==> config.mk <==
export PLATFORM = sky130hd
export DESIGN_NAME = uart_rx
export DESIGN_NICKNAME = d
export VERILOG_FILES = /design/src/rtl/uart_rx.sv
export SDC_FILE = /design/constraint.sdc
export NUM_CORES = 1
export LEC_CHECK = 0
export CORE_MARGIN = 5
export CORE_UTILIZATION = 35
export DETAILED_ROUTE_END_ITERATION = 16
export SYNTH_ARGS = -nofsm -noshare
export SYNTH_HDL_FRONTEND = slang
export SYNTH_SLANG_ARGS = --single-unit
export TNS_END_PERCENT = 50
==> constraint.sdc <==
create_clock -name clk -period 3 [get_ports clk]
set_input_delay 0.9 -clock clk [delete_from_list [all_inputs] [get_ports clk]]
set_output_delay 0.9 -clock clk [all_outputs]
set_load 0.01 [all_outputs]
==> src/rtl/uart_rx.sv <==
// 8N1 / 8E1 / 8O1 UART receiver with 2-flop input synchronizer, mid-bit sampling
// and per-frame parity/framing error flags qualified by a one-cycle valid strobe.
module uart_rx #(
  parameter int CLKS_PER_BIT = 16
) (
  input  logic       clk,
  input  logic       rst,
  input  logic       rx_in,
  input  logic [1:0] parity_type,
  output logic [7:0] data_out,
  output logic       data_valid,
  output logic       parity_error,
  output logic       framing_error,
  output logic       busy
);

  localparam int CNT_W = $clog2(CLKS_PER_BIT);
  localparam logic [CNT_W-1:0] HALF_LAST = CNT_W'(CLKS_PER_BIT / 2 - 1);
  localparam logic [CNT_W-1:0] FULL_LAST = CNT_W'(CLKS_PER_BIT - 1);

  typedef enum logic [2:0] {
    IDLE,
    START,
    DATA,
    PARITY,
    STOP,
    WAIT_HIGH
  } state_t;

  state_t           state;
  logic [CNT_W-1:0] cnt;
  logic [2:0]       idx;
  logic [7:0]       shift_reg;
  logic [1:0]       par_mode;
  logic             perr;
  logic             rx_meta;
  logic             rx_s;

  // NOTE: synchronizer resets to the idle-high level so reset release never
  // looks like a falling start edge.
  always_ff @(posedge clk) begin
    if (rst) begin
      rx_meta <= 1'b1;
      rx_s    <= 1'b1;
    end else begin
      rx_meta <= rx_in;
      rx_s    <= rx_meta;
    end
  end

  // NOTE: all state updates use non-blocking assignments so every branch sees
  // the pre-edge values of cnt, idx and shift_reg.
  always_ff @(posedge clk) begin
    if (rst) begin
      state         <= IDLE;
      cnt           <= '0;
      idx           <= '0;
      shift_reg     <= '0;
      par_mode      <= '0;
      perr          <= 1'b0;
      data_out      <= '0;
      data_valid    <= 1'b0;
      parity_error  <= 1'b0;
      framing_error <= 1'b0;
      busy          <= 1'b0;
    end else begin
      data_valid    <= 1'b0;
      parity_error  <= 1'b0;
      framing_error <= 1'b0;
      case (state)
        IDLE: begin
          if (!rx_s) begin
            state <= START;
            cnt   <= '0;
            busy  <= 1'b1;
          end
        end
        START: begin
          if (cnt == HALF_LAST) begin
            cnt <= '0;
            if (rx_s) begin
              state <= IDLE;
              busy  <= 1'b0;
            end else begin
              state    <= DATA;
              par_mode <= parity_type;
              idx      <= '0;
              perr     <= 1'b0;
            end
          end else begin
            cnt <= cnt + 1'b1;
          end
        end
        DATA: begin
          if (cnt == FULL_LAST) begin
            cnt            <= '0;
            shift_reg[idx] <= rx_s;
            if (idx == 3'd7) begin
              state <= (par_mode == 2'b01 || par_mode == 2'b10) ? PARITY : STOP;
            end else begin
              idx <= idx + 1'b1;
            end
          end else begin
            cnt <= cnt + 1'b1;
          end
        end
        PARITY: begin
          if (cnt == FULL_LAST) begin
            cnt   <= '0;
            perr  <= rx_s != ((par_mode == 2'b01) ? ^shift_reg : ~^shift_reg);
            state <= STOP;
          end else begin
            cnt <= cnt + 1'b1;
          end
        end
        STOP: begin
          if (cnt == FULL_LAST) begin
            cnt           <= '0;
            data_out      <= shift_reg;
            data_valid    <= 1'b1;
            parity_error  <= perr;
            framing_error <= ~rx_s;
            // Leave at mid-stop so a following start edge is never missed.
            state         <= rx_s ? IDLE : WAIT_HIGH;
            busy          <= ~rx_s;
          end else begin
            cnt <= cnt + 1'b1;
          end
        end
        WAIT_HIGH: begin
          if (rx_s) begin
            state <= IDLE;
            busy  <= 1'b0;
          end
        end
        default: begin
          state <= IDLE;
          busy  <= 1'b0;
        end
      endcase
    end
  end

endmodule

Yosys cells after proc, flatten, opt, wreduce, memory -nomap -nowiden
Cells that the tools add are included.
{"block": "word_totals", "register_bits": 35, "in_bits": 5, "out_inout_bits": 12, "word_cells": 95}
{"block": "op_classes", "add_sub_neg": 2, "magnitude_cmp": 2, "n_eq_ne": 20, "n_mux": 34, "bitwise": 4, "n_reduce_logical": 20}
{"cell": "3-bit 2-to-1 mux", "count": 13}
{"cell": "2-bit inequality test (second input constant)", "count": 9}
{"cell": "3-bit one-hot mux with 6 select lines", "count": 1}
{"cell": "4-bit 2-to-1 mux", "count": 3}
{"cell": "4-bit one-hot mux with 3 select lines", "count": 1}
{"cell": "1-bit 2-to-1 mux", "count": 10}
{"cell": "3-bit == test (second input constant)", "count": 3}
{"cell": "8-bit bitwise mux", "count": 1}
{"cell": "4-bit AND reduction", "count": 2}
{"cell": "8-bit XNOR reduction", "count": 1}
{"cell": "8-bit XOR reduction", "count": 1}
{"cell": "7-bit AND reduction", "count": 1}
{"cell": "3-bit by 2-bit == test with 1-bit output (second input constant)", "count": 2}
{"cell": "3-bit one-hot mux with 2 select lines", "count": 1}
{"cell": "2-bit AND reduction", "count": 3}
{"cell": "3-bit OR reduction", "count": 2}
{"cell": "1-bit one-hot mux with 5 select lines", "count": 1}
{"cell": "5-bit AND reduction", "count": 1}
{"cell": "4-bit by 1-bit adder with 4-bit output (second input constant)", "count": 1}
{"cell": "4-bit by 3-bit == test with 1-bit output (second input constant)", "count": 1}
{"cell": "4-bit == test (second input constant)", "count": 1}
{"cell": "3-bit by 4-bit less-than comparator with 1-bit output (second input constant)", "count": 1}
{"cell": "1-bit inverter", "count": 4}
{"cell": "2-bit nonzero test", "count": 2}
{"cell": "15 further kinds", "count": 16}

Longest topological paths before layout
{"block": "depth", "word_depth": 6, "depth_mapped": 7}

Least setup slack after synthesis
No wires, ideal clock.
{"block": "synth_timing", "path_type": "register to register", "startpoint": "register cnt[0]", "endpoint": "register state[0]", "arrival_ps": 1562, "required_time_ps": 2872, "slack_ps": 1311, "stages_incl_launch_ff": 7, "n_path_buf": 0, "synth_period_minus_slack_ps": 1689, "path_cell_list": "dfxtp_1 > ha_1 > and3_1 > a221o_2 > o211ai_4 > mux2i_1 > nor2_1"}
{"block": "synth_via", "elab_chain_cells": 3, "word_cells_on_any_way": 7, "classes_between": "6 x eq/ne; 1 x reduce/logical"}
{"item": "start, declared", "line": "31", "source": "logic [CNT_W-1:0] cnt;"}
{"item": "start signal, assigned", "line": "91", "source": "cnt <= cnt + 1'b1;"}
{"item": "start signal, assigned", "line": "104", "source": "cnt <= cnt + 1'b1;"}
{"item": "start signal, assigned", "line": "113", "source": "cnt <= cnt + 1'b1;"}
{"item": "4-bit == test / 4-bit by 3-bit == test with 1-bit output (equally long branches)"}
{"item": "2-bit inequality test (no line)"}
{"item": "7-bit AND reduction (no line) *"}
{"item": "end signal, assigned", "line": "99", "source": "state <= (par_mode == 2'b01 || par_mode == 2'b10) ? PARITY : STOP;"}
{"item": "end signal, assigned", "line": "124", "source": "state <= rx_s ? IDLE : WAIT_HIGH;"}
{"item": "end, declared", "line": "30", "source": "state_t state;"}
Mark *: on every way between the ends. The rest lies on a longest branch, timed or not.
A chain may end at the register's enable or synchronous reset.

Worst setup path after layout
{"block": "layout_timing", "startpoint": "register busy", "endpoint": "output busy"}
{"item": "start, declared", "line": "14", "source": "output logic busy"}
{"item": "start signal, assigned", "line": "125", "source": "busy <= ~rx_s;"}
No word-level cell between the ends.

==> results.md <==
* Hpwl dp at 2.28 mm
* IO Port Bufs at 16
* Post-layout minimum cycle time at 2.11 ns
* Die Height at 81.7 um
* Cell Area, Synth at 0.00180 mm2
* Initial antenna violation count at 0
* Clock sink count at 35
* Placed insts at 271
* Via count at 1335
* Synth Area in XOR/XNOR at 0.0508
* Yosys reg bits at 35
* Setup TNS at 0 ns
* Combinational power share at 0.103
* GR peak layer: met2
* Yosys top cell by area: dfxtp_1
* Post-Synth Simple-Gate Area at 0.257
* RD Place Congestion at 0.748
* Vias in the first global route at 1222
* Crit path kind: flop to output port
* Crit path DAT at 1.21 ns
* Core area at 0.00504 mm2
* Met2 usage at 0.164
* Finished Cell Area at 0.00206 mm2
* Ys flop type: dfxtp_1
* Root Buffer: clkbuf_8
* H-Tree Depth at 2
* Filler instances at 504
* Final Non-Filler Cells at 279
* Ant. Diodes at 0
* Drt total wl at 3.29 mm
* Post-CTS setup buffer count at 0
* CTS clk-pin slew, worst paths at 0.07 ns
* Adder-cell area share of the yosys netlist at 0.0278
* Longest Clk Path Bufs at 2
* Share of layout cells above drive strength 1 at 0.105
* Max incr delay on CP at 0.56 ns
* Top-area cell type share of the netlist area at 0.390
* Leakage at 0.855 nW
* Crit-path max FO at 4
* Fin. max-slew vios at 0
* Skew-Pair Late Insertion Delay at 0.28 ns
* Critical R2R Launch: state[1]
* Initial core utilization at 0.357
* Mux contribution to synthesized area at 0.106
* Area after DPL at 0.00197 mm2
* CP startpoint: busy
* Final setup violation count at 0
* Post-Syn Area per Cell at 9.08 um2
* First-pass GRT wire length at 5.71 mm
* Largest family of logic cells by synthesized area: simple AND/OR/NAND/NOR gates
* CP required at 2.10 ns
* R2R Setup Slk at 1.14 ns
* Post-Synthesis Cells at 198
* Max Clock Freq at 0.474 GHz
* Area fraction in compound gates after synthesis at 0.108
* FFs w/ async S/R, synth at 0
* Residual DRC at 0
* CTS tree: done
* CP startpoint kind: flop
* Critical Path Sink Type: output port
* Total gr overflow at 0
* Clock power share at 0.359
* Syn_nets at 207
* P per Cell Area at 443 mW/mm2
* CP cell instances: clkdlybuf4s50_1
* Worst Skew at 0.00612 ns
* Final period utilization at 0.704
* Nets at 217
* Status: finished clean
* Met3 Resource Use GR at 0.0362
* Drt initial violations at 135
* Max Cap Violations at 0
* # rows at 26
* Net switching power at 0.229 mW
* Crit path buf inv count at 1
* Critical path endpoint: busy
* Peak supply drop at 226 uV
* WP depth at 1
* Met1 usage in global routing at 0.150
* Tightest Pin Transition at 0.652 ns
* Worst Hold Class: flop to flop
* GRT Resource Usage Total at 0.111
* R2R cell count at 5
* Hold_buf cts at 0
* Die Wd at 81.7 um
* Pre-Repair DR Iteration Count at 4
* Endpoints failing hold at 0
* CTS Buf Count at 5
* Slowest CP cell: clkdlybuf4s50_1
* Slew Limit Headroom at 0.565
* Pint at 0.681 mW
* Worst path top cell family by delay: buffers and inverters
* Routed length per instance at 11.8 um
* Die area at 0.00667 mm2
* Sw Ratio at 0.252
* Area Growth Syn to Fin at 14.3%
* Yosys warns at 0
* RSZ-0062 raised after global routing: false
* Post-synthesis sequential area ratio at 0.390
* Largest net degree at the start of global routing at 20
* Top Ports at 17
* Synth cell types at 48
* Post-CTS Resized at 0
* Final ANT Viol Nets at 0
* EDFF count, synth at 0
* Worst R2R End: shift_reg[2]
* Vias/cell at 4.78
* Largest cells by area after synthesis: dfxtp_1, mux2i_1, nor2_1
* Sequential power share at 0.538
-- synthesized netlist by cell type (all sizes together) (2+ instances only) --
cell type  number
xnor2           7
o21ai           5
o211ai          2
or3             2
and3b           2
nor3b           3
nor2           33
mux2i          19
dfxtp          35
nand2          14
ha              4
a22oi           3
or2             2
nand2b          2
nor3            5
buf             9
a211oi          2
a21oi          10
nand3          10
inv             3
nand3b          3
clkbuf          6
-- layout make-up --
class                           instances  area (um2)  area share
Clock buffer                            6        72.6      0.0353
Inverter                                3        11.3     0.00548
Tap cell                               70        87.6      0.0426
Timing Repair Buffer                   19         183      0.0889
Multi-Input combinational cell        144         988       0.481
Sequential cell                        35         701       0.341
Clock inverter                          2        12.5     0.00609
-- routing by layer --
metal	up-vias	share of wire
li1	696	-
met1	621	0.51
met4	0	0.0067
met3	2	0.037
met5	-	0
met2	16	0.44
-- cells in the final DEF (no fill, tap or decap), types with 2 or more instances in the layout --
cell,instances
a211oi_1,2
a21oi_1,10
a22oi_1,3
and3b_1,2
buf_4,3
clkbuf_8,5
clkdlybuf4s50_1,16
dfxtp_1,35
ha_1,4
inv_1,3
mux2i_1,19
nand2_1,14
nand2b_1,2
nand3_1,10
nand3b_1,3
nor2_1,32
nor3_1,4
nor3b_1,2
o21ai_0,3
o21ai_1,2
or2_2,2
or3_1,2
xnor2_1,6
-- worst min path at each step --
stage	start	to	slack [ns]	cells past startpoint
after global placement	rx_meta	rx_s	0.40	1
final	rx_meta	rx_s	0.42	1
after floorplan	rx_meta	rx_s	0.39	1
after CTS	rx_meta	rx_s	0.42	1
after global routing	rx_meta	rx_s	0.43	1
after detailed placement	rx_meta	rx_s	0.40	1
-- power groups by stage --
stage | logic [mW] | clock network, mW | registers, mW
3_3_place_gp | 0.0936 | 0 | 0.501
5_1_grt | 0.104 | 0.368 | 0.491
4_1_cts | 0.0946 | 0.341 | 0.490
2_1_floorplan | 0.0830 | 0 | 0.492
3_5_place_dp | 0.0941 | 0 | 0.501
6_report | 0.0936 | 0.327 | 0.490
-- through the flow --
| step | hold slack [ns] | setup WS [ns] | power, mW | utilization |
|---|---|---|---|---|
| 5_1_grt | 0.432 | 0.827 | 0.963 | 0.408 |
| 3_3_place_gp | 0.403 | 0.826 | 0.595 | 0.391 |
| 3_5_place_dp | 0.403 | 0.816 | 0.595 | 0.391 |
| 4_1_cts | 0.418 | 0.875 | 0.926 | 0.408 |
| 6_report | 0.415 | 0.889 | 0.911 | 0.408 |
| 2_1_floorplan | 0.389 | 1.31 | 0.575 | - |
-- logic make-up after synthesis --
logic type | count (synthesis)
adders and majority gates | 4
xor gates and xnor gates | 8
DFF | 35
buffers and inverters | 19
and+or+nand+nor | 85
AOI/OAI and AO/OA | 28
muxes | 19
-- worst register-to-register path, delay by kind of cell (launching register included) --
kind             cells  cell delay (ns)
AND/OR/NAND/NOR      4             0.81
multiplexers         1             0.21
flip-flops           1             0.74
No activity file was read; power rests on OpenSTA's default activity.
